## src/rtl/lc3b_types.sv

```systemverilog
// Shared LC-3b datapath types plus the encodings used by the line arbiter.
// Latency: n/a (type definitions only).
// Backpressure: n/a.
package lc3b_types;

  // Architectural word (line address) and cache line payload.
  typedef logic [15:0]  lc3b_word;
  typedef logic [127:0] lc3b_data;

  // Arbiter FSM states. RELEASE is a one-cycle dead slot after each
  // response so the finished requester has time to drop its strobe.
  typedef enum logic [1:0] {
    IDLE    = 2'd0,
    GRANT_I = 2'd1,
    GRANT_D = 2'd2,
    RELEASE = 2'd3
  } arb_state_t;

  // Which L1 a grant belongs to.
  typedef enum logic {
    SIDE_I = 1'b0,
    SIDE_D = 1'b1
  } arb_side_t;

  localparam int LC3B_WORD_W = $bits(lc3b_word);
  localparam int LC3B_DATA_W = $bits(lc3b_data);

  // The side that loses the next tie is the one granted most recently.
  function automatic arb_side_t other_side(input arb_side_t s);
    return (s == SIDE_I) ? SIDE_D : SIDE_I;
  endfunction

endpackage

```

## src/rtl/cache_line_arbiter_rr_select.sv

```systemverilog
// Two-way round-robin pick between the I-side and D-side line requests.
// Latency: purely combinational, zero cycles.
// Backpressure: none; the caller decides when a pick is consumed.
//
// Ports:
//   want_i, want_d : requester has read or write asserted
//   last_grant     : side that completed the most recent transaction
//   grant_valid    : at least one side wants memory
//   grant_side     : chosen side (meaningful only when grant_valid)
import lc3b_types::*;

module arb_rr_select (
  input  logic      want_i,
  input  logic      want_d,
  input  arb_side_t last_grant,
  output logic      grant_valid,
  output arb_side_t grant_side
);

  always_comb begin
    grant_valid = want_i | want_d;
    grant_side  = SIDE_I;
    if (want_i && want_d) begin
      // Tie: hand the memory to whoever did not go last.
      grant_side = other_side(last_grant);
    end else if (want_d) begin
      grant_side = SIDE_D;
    end else begin
      grant_side = SIDE_I;
    end
  end

endmodule

```

## src/rtl/cache_line_arbiter.sv

```systemverilog
// Shares one physical-memory line port between the I-side and D-side L1 caches.
// Latency: request seen in IDLE reaches memory next cycle; resp/rdata return combinationally.
// Backpressure: loser waits until winner's pmem_resp, then RELEASE + IDLE (2-cycle gap).
//
// Ports:
//   clk, rst                   : clock, asynchronous active-high reset
//   i_pmem_* (address/read/write/wdata in, rdata/resp out) : I-side L1 miss port
//   d_pmem_* (address/read/write/wdata in, rdata/resp out) : D-side L1 miss port
//   pmem_*   (address/read/write/wdata out, rdata/resp in) : physical memory port
import lc3b_types::*;

module cache_line_arbiter #(
  parameter int ADDR_W = LC3B_WORD_W,
  parameter int LINE_W = LC3B_DATA_W
) (
  input  logic              clk,
  input  logic              rst,

  input  logic [ADDR_W-1:0] i_pmem_address,
  input  logic              i_pmem_read,
  input  logic              i_pmem_write,
  input  logic [LINE_W-1:0] i_pmem_wdata,
  output logic [LINE_W-1:0] i_pmem_rdata,
  output logic              i_pmem_resp,

  input  logic [ADDR_W-1:0] d_pmem_address,
  input  logic              d_pmem_read,
  input  logic              d_pmem_write,
  input  logic [LINE_W-1:0] d_pmem_wdata,
  output logic [LINE_W-1:0] d_pmem_rdata,
  output logic              d_pmem_resp,

  output logic [ADDR_W-1:0] pmem_address,
  output logic              pmem_read,
  output logic              pmem_write,
  output logic [LINE_W-1:0] pmem_wdata,
  input  logic [LINE_W-1:0] pmem_rdata,
  input  logic              pmem_resp
);

  arb_state_t state_q, state_d;
  arb_side_t  last_grant_q, last_grant_d;

  logic       want_i, want_d;
  logic       pick_vld;
  arb_side_t  pick_side;

  assign want_i = i_pmem_read | i_pmem_write;
  assign want_d = d_pmem_read | d_pmem_write;

  arb_rr_select u_rr_select (
    .want_i      (want_i),
    .want_d      (want_d),
    .last_grant  (last_grant_q),
    .grant_valid (pick_vld),
    .grant_side  (pick_side)
  );

  // Reset leaves last_grant at I so a simultaneous first request goes to D.
  always_ff @(posedge clk or posedge rst) begin
    if (rst) begin
      state_q      <= IDLE;
      last_grant_q <= SIDE_I;
    end else begin
      state_q      <= state_d;
      last_grant_q <= last_grant_d;
    end
  end

  // Next state and all outputs. Outputs depend only on the registered state
  // plus the granted side's inputs, so the unselected side never leaks onto
  // memory and never sees the other side's read data.
  always_comb begin
    state_d      = state_q;
    last_grant_d = last_grant_q;

    pmem_address = '0;
    pmem_read    = 1'b0;
    pmem_write   = 1'b0;
    pmem_wdata   = '0;
    i_pmem_rdata = '0;
    i_pmem_resp  = 1'b0;
    d_pmem_rdata = '0;
    d_pmem_resp  = 1'b0;

    unique case (state_q)
      IDLE: begin
        // pmem_resp here is stray and deliberately not looked at.
        if (pick_vld) begin
          state_d = (pick_side == SIDE_D) ? GRANT_D : GRANT_I;
        end
      end

      GRANT_I: begin
        pmem_address = i_pmem_address;
        pmem_read    = i_pmem_read;
        pmem_write   = i_pmem_write;
        pmem_wdata   = i_pmem_wdata;
        i_pmem_rdata = pmem_rdata;
        // The grant is held until memory answers even if I drops its strobe.
        if (pmem_resp) begin
          i_pmem_resp  = 1'b1;
          last_grant_d = SIDE_I;
          state_d      = RELEASE;
        end
      end

      GRANT_D: begin
        pmem_address = d_pmem_address;
        pmem_read    = d_pmem_read;
        pmem_write   = d_pmem_write;
        pmem_wdata   = d_pmem_wdata;
        d_pmem_rdata = pmem_rdata;
        if (pmem_resp) begin
          d_pmem_resp  = 1'b1;
          last_grant_d = SIDE_D;
          state_d      = RELEASE;
        end
      end

      RELEASE: begin
        // Requester is still holding the just-answered strobe this cycle;
        // sitting out one cycle keeps it from being granted a second time.
        state_d = IDLE;
      end

      default: begin
        state_d = IDLE;
      end
    endcase
  end

  // A side may issue a read or a write-back, never both at once.
  a_i_rw_exclusive : assert property (
    @(posedge clk) disable iff (rst) !(i_pmem_read && i_pmem_write)
  );

  a_d_rw_exclusive : assert property (
    @(posedge clk) disable iff (rst) !(d_pmem_read && d_pmem_write)
  );

endmodule

```

## config.mk

```make
export PLATFORM = sky130hd
export DESIGN_NAME = cache_line_arbiter
export DESIGN_NICKNAME = d
export VERILOG_FILES = /design/src/rtl/lc3b_types.sv /design/src/rtl/cache_line_arbiter_rr_select.sv /design/src/rtl/cache_line_arbiter.sv
export SDC_FILE = /design/constraint.sdc
export NUM_CORES = 1
export LEC_CHECK = 0
export ABC_CLOCK_PERIOD_IN_PS = 2000
export CORE_AREA = 2 2 324 326
export DETAILED_ROUTE_END_ITERATION = 7
export DIE_AREA = 0 0 326 328
export DONT_BUFFER_PORTS = 1
export GPL_ROUTABILITY_DRIVEN = 0
export HOLD_SLACK_MARGIN = 0.08
export SLEW_MARGIN = 20
export SYNTH_ARGS = -nofsm -noshare
export SYNTH_HDL_FRONTEND = slang
export SYNTH_HIERARCHICAL = 1
export SYNTH_SLANG_ARGS = --single-unit
```

## constraint.sdc

```tcl
create_clock -name clk -period 2 [get_ports clk]
set_clock_uncertainty 0.15 [all_clocks]
set_input_delay 0.2 -clock clk [delete_from_list [all_inputs] [get_ports clk]]
set_output_delay 0.2 -clock clk [all_outputs]
set_load 0.02 [all_outputs]
```

# ---- Word-level counts from Yosys, hierarchy flattened
# Index checks and enable logic that the tools add are counted.
dict set report word_totals {
  reg_bits 3
  wordCells 37
  out_inout_bits 404
  inputBits 423
}
dict set report op_classes {
  n_reduce_logical 6
  eq_ne 7
  mux 19
  bitwise_logic 3
}
# op n
set op_table {}
lappend op_table {{$mux W128} 2}
lappend op_table {{$pmux W128 S2} 1}
lappend op_table {{$pmux W16 S2} 1}
lappend op_table {{$mux W1} 8}
lappend op_table {{$mux W2} 3}
lappend op_table {{$ne A2 B2 Y1 const B} 3}
lappend op_table {{$pmux W1 S2} 3}
lappend op_table {{$pmux W2 S3} 1}
lappend op_table {{$eq A2 B2 Y1 const B} 2}
lappend op_table {{$or A1 B1 Y1} 3}
lappend op_table {{$reduce_and A3 Y1} 1}
lappend op_table {{$eq A2 B1 Y1 const B} 1}
lappend op_table {{$logic_not A2 Y1} 1}
lappend op_table {{$ne A2 B1 Y1 const B} 1}
lappend op_table {{$reduce_and A2 Y1} 1}
lappend op_table {{$reduce_bool A2 Y1} 1}
lappend op_table {{$reduce_or A2 Y1} 1}
lappend op_table {{$logic_and A1 B1 Y1} 1}

# ---- Logic depth before layout (Yosys ltp)
dict set report depth {
  ltp_word 6
  ltp_mapped 6
  mapped_depth_nobuf 5
}

# ---- Modules after synthesis
# Netlist, hierarchy kept.
# mod area_per_inst_um2 cells_per_inst n_inst seq_area_each_um2
set modules_own_cells {}
lappend modules_own_cells {cache_line_arbiter 3945.0 650 1 75.1}
lappend modules_own_cells {arb_rr_select 13.8 2 1 0.0}

# ---- Worst setup path after synthesis
# OpenSTA, ideal clock, no wires.
dict set report synth_path {
  path_kind {reg-to-output}
  from {reg state_q[1]}
  to {out pmem_wdata[100]}
  required_ps 1650
  arrival_time_ps 1386
  n_path_buf 2
  path_stages_with_launch 7
  slack_ps 264
  path_cell_list {dfrtp_1 -> inv_1 -> ha_1 -> buf_4 -> buf_6 -> a22oi_1 -> nor2_1}
}
dict set report synth_between {
  elab_chain_cells 2
  word_cells_on_any_way 3
  classes_between {2 x eq/ne; 1 x mux}
}
# item line
set synth_rtl {}
lappend synth_rtl {{start: declaration} cache_line_arbiter.sv:41} ;# arb_state_t state_q, state_d;
lappend synth_rtl {{start signal: assignment} cache_line_arbiter.sv:65} ;# state_q <= state_d;
lappend synth_rtl {{$eq A2 B2 Y1 / $eq A2 B1 Y1 (equally long branches)} cache_line_arbiter.sv:86} ;# unique case (state_q)
lappend synth_rtl {{$pmux W128 S2 *} cache_line_arbiter.sv:86}
lappend synth_rtl {{end: declaration} cache_line_arbiter.sv:36} ;# output logic [LINE_W-1:0] pmem_wdata,
# Every way passes the cells marked *; elsewhere a longest branch is shown, timed or not.

# ---- Final worst setup path
dict set report layout_path {
  from {reg state_q[1]}
  to {out d_pmem_rdata[112]}
}
dict set report layout_between {
  elab_chain_cells 2
}
# item line
set layout_rtl {}
lappend layout_rtl {{$eq A2 B2 Y1} cache_line_arbiter.sv:86}
lappend layout_rtl {{$mux W128} cache_line_arbiter.sv:86}
lappend layout_rtl {{end: declaration} cache_line_arbiter.sv:30} ;# output logic [LINE_W-1:0] d_pmem_rdata,
# No other way between the ends.

==> run_results.csv <==
group,metric,value,unit
placement,dpl.hpwl,68.1,mm
finish,seqCellArea,75.1,sq um
global_route,grt_pass1_vias,6140,
finish,mostFrequentLayoutCell,"and2_1",
logic_synthesis,syn_nets,1080,
detailed_routing,wire_per_inst,34.9,um
run,maxCapViolCount,0,
logic_synthesis,synth_seq_cells,3,
clocking,cts.reportedPaths.clkPinSlew,0.03,ns
clocking,htree_levels,1,
logic_synthesis,synth_area_leaders,"and2_1 41%, a22oi_1 28%, nor2_1 14%",
logic_synthesis,post_synth_num_cell_types,19,
floorplan,die_x,326,um
setup_path,slowest_stage,"dfrtp_1",
setup_path,cp.arrival,1.90,ns
floorplan,num_rows,118,
logic_synthesis,synth-simple-area-share,55.3,%
outcome,status,"finished with violations",
setup_path,crit_top_cell,"buf_12",
placement,post-place-ws,-0.0323,ns
power,power.density,2190,mW/mm^2
global_route,top_usage_layer,"met2",
setup_path,cp.required,1.65,ns
floorplan,fp.coreArea,0.103,sq mm
setup_path,cp_max_fo,8,
logic_synthesis,postSynthAreaPerCell,6.07,sq um
logic_synthesis,synth_compound_area_share,28.5,%
clocking,clkSinkCount,3,
logic_synthesis,yosys_warnings,6,
setup_path,critPathKind,"flip-flop to output pin",
detailed_routing,drcViolationCount,0,
timing,slew_violations,0,
finish,utilization,9.67,%
global_route,grt_antenna_before_repair,53,
global_route,grt_max_degree,71,
logic_synthesis,synth_top_area_share,40.8,%
global_route,met3_usage,7.64,%
timing,max_freq,0.444,GHz
floorplan,ios,827,
power,leakagePower,3.70,nW
detailed_routing,via_count,6713,
power,vdd_ir_drop_max,0.810,mV
finish,final_cell_mix,"148 x and2_1, 137 x buf_4, 132 x nor2_1",
outcome,violations,"negative setup slack",
setup_path,cp-end-kind,"output pin",
detailed_routing,first_iter_violations,479,
clocking,cts_tree,"done",
timing,rsz0062_at_grt,"true",
global_route,grt_usage,13.1,%
clocking,cts_made_buffers,3,
timing,setup_viol,397,
timing,min_period,2.25,ns
timing,worst_slew_pin_slew,0.319,ns
timing,timing.final.crit_share,113,%
setup_path,slowest_delay,0.42,ns
timing,slew-limit-headroom,78.7,%
floorplan,die_y,328,um
clocking,clock_path_buffers,2,
placement,dp.cells,2215,
logic_synthesis,synth_top_family_by_area,"simple AND/OR/NAND/NOR gates",
global_route,overflow,0,
logic_synthesis,synthMuxAreaShare,0.506,%
setup_path,rrSetupSlack,0.12,ns
finish,layout.cells.non_filler,2279,
global_route,grt_first_pass_wirelength,88.4,mm
logic_synthesis,synthCells,652,
finish,nets,1316,
clocking,clock_latency,0.23,ns
logic_synthesis,synth_area_leader_cell,"and2_1",
hold_path,hold_path_class,"input port to flip-flop",
detailed_routing,routed_wl,79.5,mm
global_route,grtUsageMet2,20.1,%
detailed_routing,firstDrtPassIters,5,
setup_path,startpoint_type,"flip-flop",
logic_synthesis,synth_xor_area_share,0,%
floorplan,start_util,3.84,%
logic_synthesis,synth_fa_ha_area_share,1.58,%
finish,nFillCells,11900,
setup_path,path_cells,"buf_6 > buf_4 > ha_4 > buf_12 > buf_12 > buf_16 > and2_4 > buf_12",
logic_synthesis,seq_area_frac_synth,1.90,%
timing,fin_ws,-0.251,ns
floorplan,die_area,0.107,sq mm
detailed_routing,viasPerCell,2.95,
finish,area_delta_synth_final,152,%
detailed_routing,antenna_left,0,
finish,multi_input_comb_area,0.00416,sq mm
finish,layout-drive-gt1-share,59.5,%
logic_synthesis,syn_area,0.00396,sq mm
placement,numPortBuffers,0,
timing,hold_viol_final,0,
clocking,root_buffer,"clkbuf_16",
global_route,met1_usage,16.2,%
stage by stage:
| step | area (sq um) | total power [mW] | TNS (ns) | hold WS [ns] |
|---|---|---|---|---|
| 6_report | 9980 | 21.9 | -48.27 | 0.120 |
| 5_1_grt | 9970 | 23.0 | -59.61 | 0.135 |
| 4_1_cts | 8780 | 19.6 | -32.29 | 0.0954 |
| 3_5_place_dp | 7900 | 17.2 | -0.469 | -0.179 |
| 3_3_place_gp | 7900 | 17.2 | 0 | -0.189 |
| 2_1_floorplan | 3960 | 8.96 | 0 | -0.196 |
critical path, delay by kind of cell, from the launching register on:
kind	cells	cell delay, ns
adders and majority gates	1	0.17
buffers and inverters	6	0.85
DFF	1	0.42
and+or+nand+nor	1	0.18
sequential cells by signal, summed over array words and instances, names as in the netlist:
signal,count
last_grant_q,1
state_q,2
cell families after synthesis:
kind of cell               after synthesis
AOI/OAI and AO/OA                      151
buffers and inverters                   82
muxes                                    2
DFF                                      3
adders and majority gates                5
and+or+nand+nor                        409
metal layers:
layer | vias up | wire (um)
met5 | - | 292
met1 | 3300 | 32000
met2 | 610 | 35900
li1 | 2681 | -
met3 | 80 | 10400
met4 | 42 | 888
area by class of cell:
cell class	instances	share of cell area, %
inverter	6	0.351
clock buffer	4	0.789
timing repair buffer	306	38.8
antenna	12	0.301
tap	1380	17.3
multi-input combinational	567	41.7
sequential	3	0.752
timing repair inverter	1	0.0877
final timing paths:
kind | start | endpoint | cells past startpoint
setup / recovery | state_q[1] | d_pmem_rdata[112] | 8
hold / removal | pmem_resp | state_q[1] | 2
setup reg to reg | state_q[1] | state_q[0] | 6
hold reg to reg | last_grant_q | last_grant_q | 2
max in group asynchronous | rst | state_q[1] | 2
min in group asynchronous | rst | last_grant_q | 2
timing repair:
| item | 4_1_cts | 5_1_grt |
|---|---|---|
| setup endpoints to repair | 399 | 403 |
| buffers inserted | 6 | 19 |
| gates cloned | 6 | 17 |
| resized for setup | 156 | 229 |
| hold endpoints to repair | 4 | 0 |
| hold buffers | 2 | 0 |
| pin swaps | 13 | 35 |
cells in the mapped netlist (all sizes together):
master,instances
inv,6
o21a,1
o21ai,2
buf,50
nand2,2
clkbuf,26
dfrtp,3
nor2,146
o22ai,1
a22oi,146
a21boi,1
or2,3
ha,5
and2,258
mux2i,2
where the power goes:
group	leakage (nW)	internal, mW	switching, mW
registers	0.0353	0.0952	0.0305
clock network	0.0382	0.264	0.0622
logic	3.63	8.63	12.8
Power figures use the tool's default switching activity.
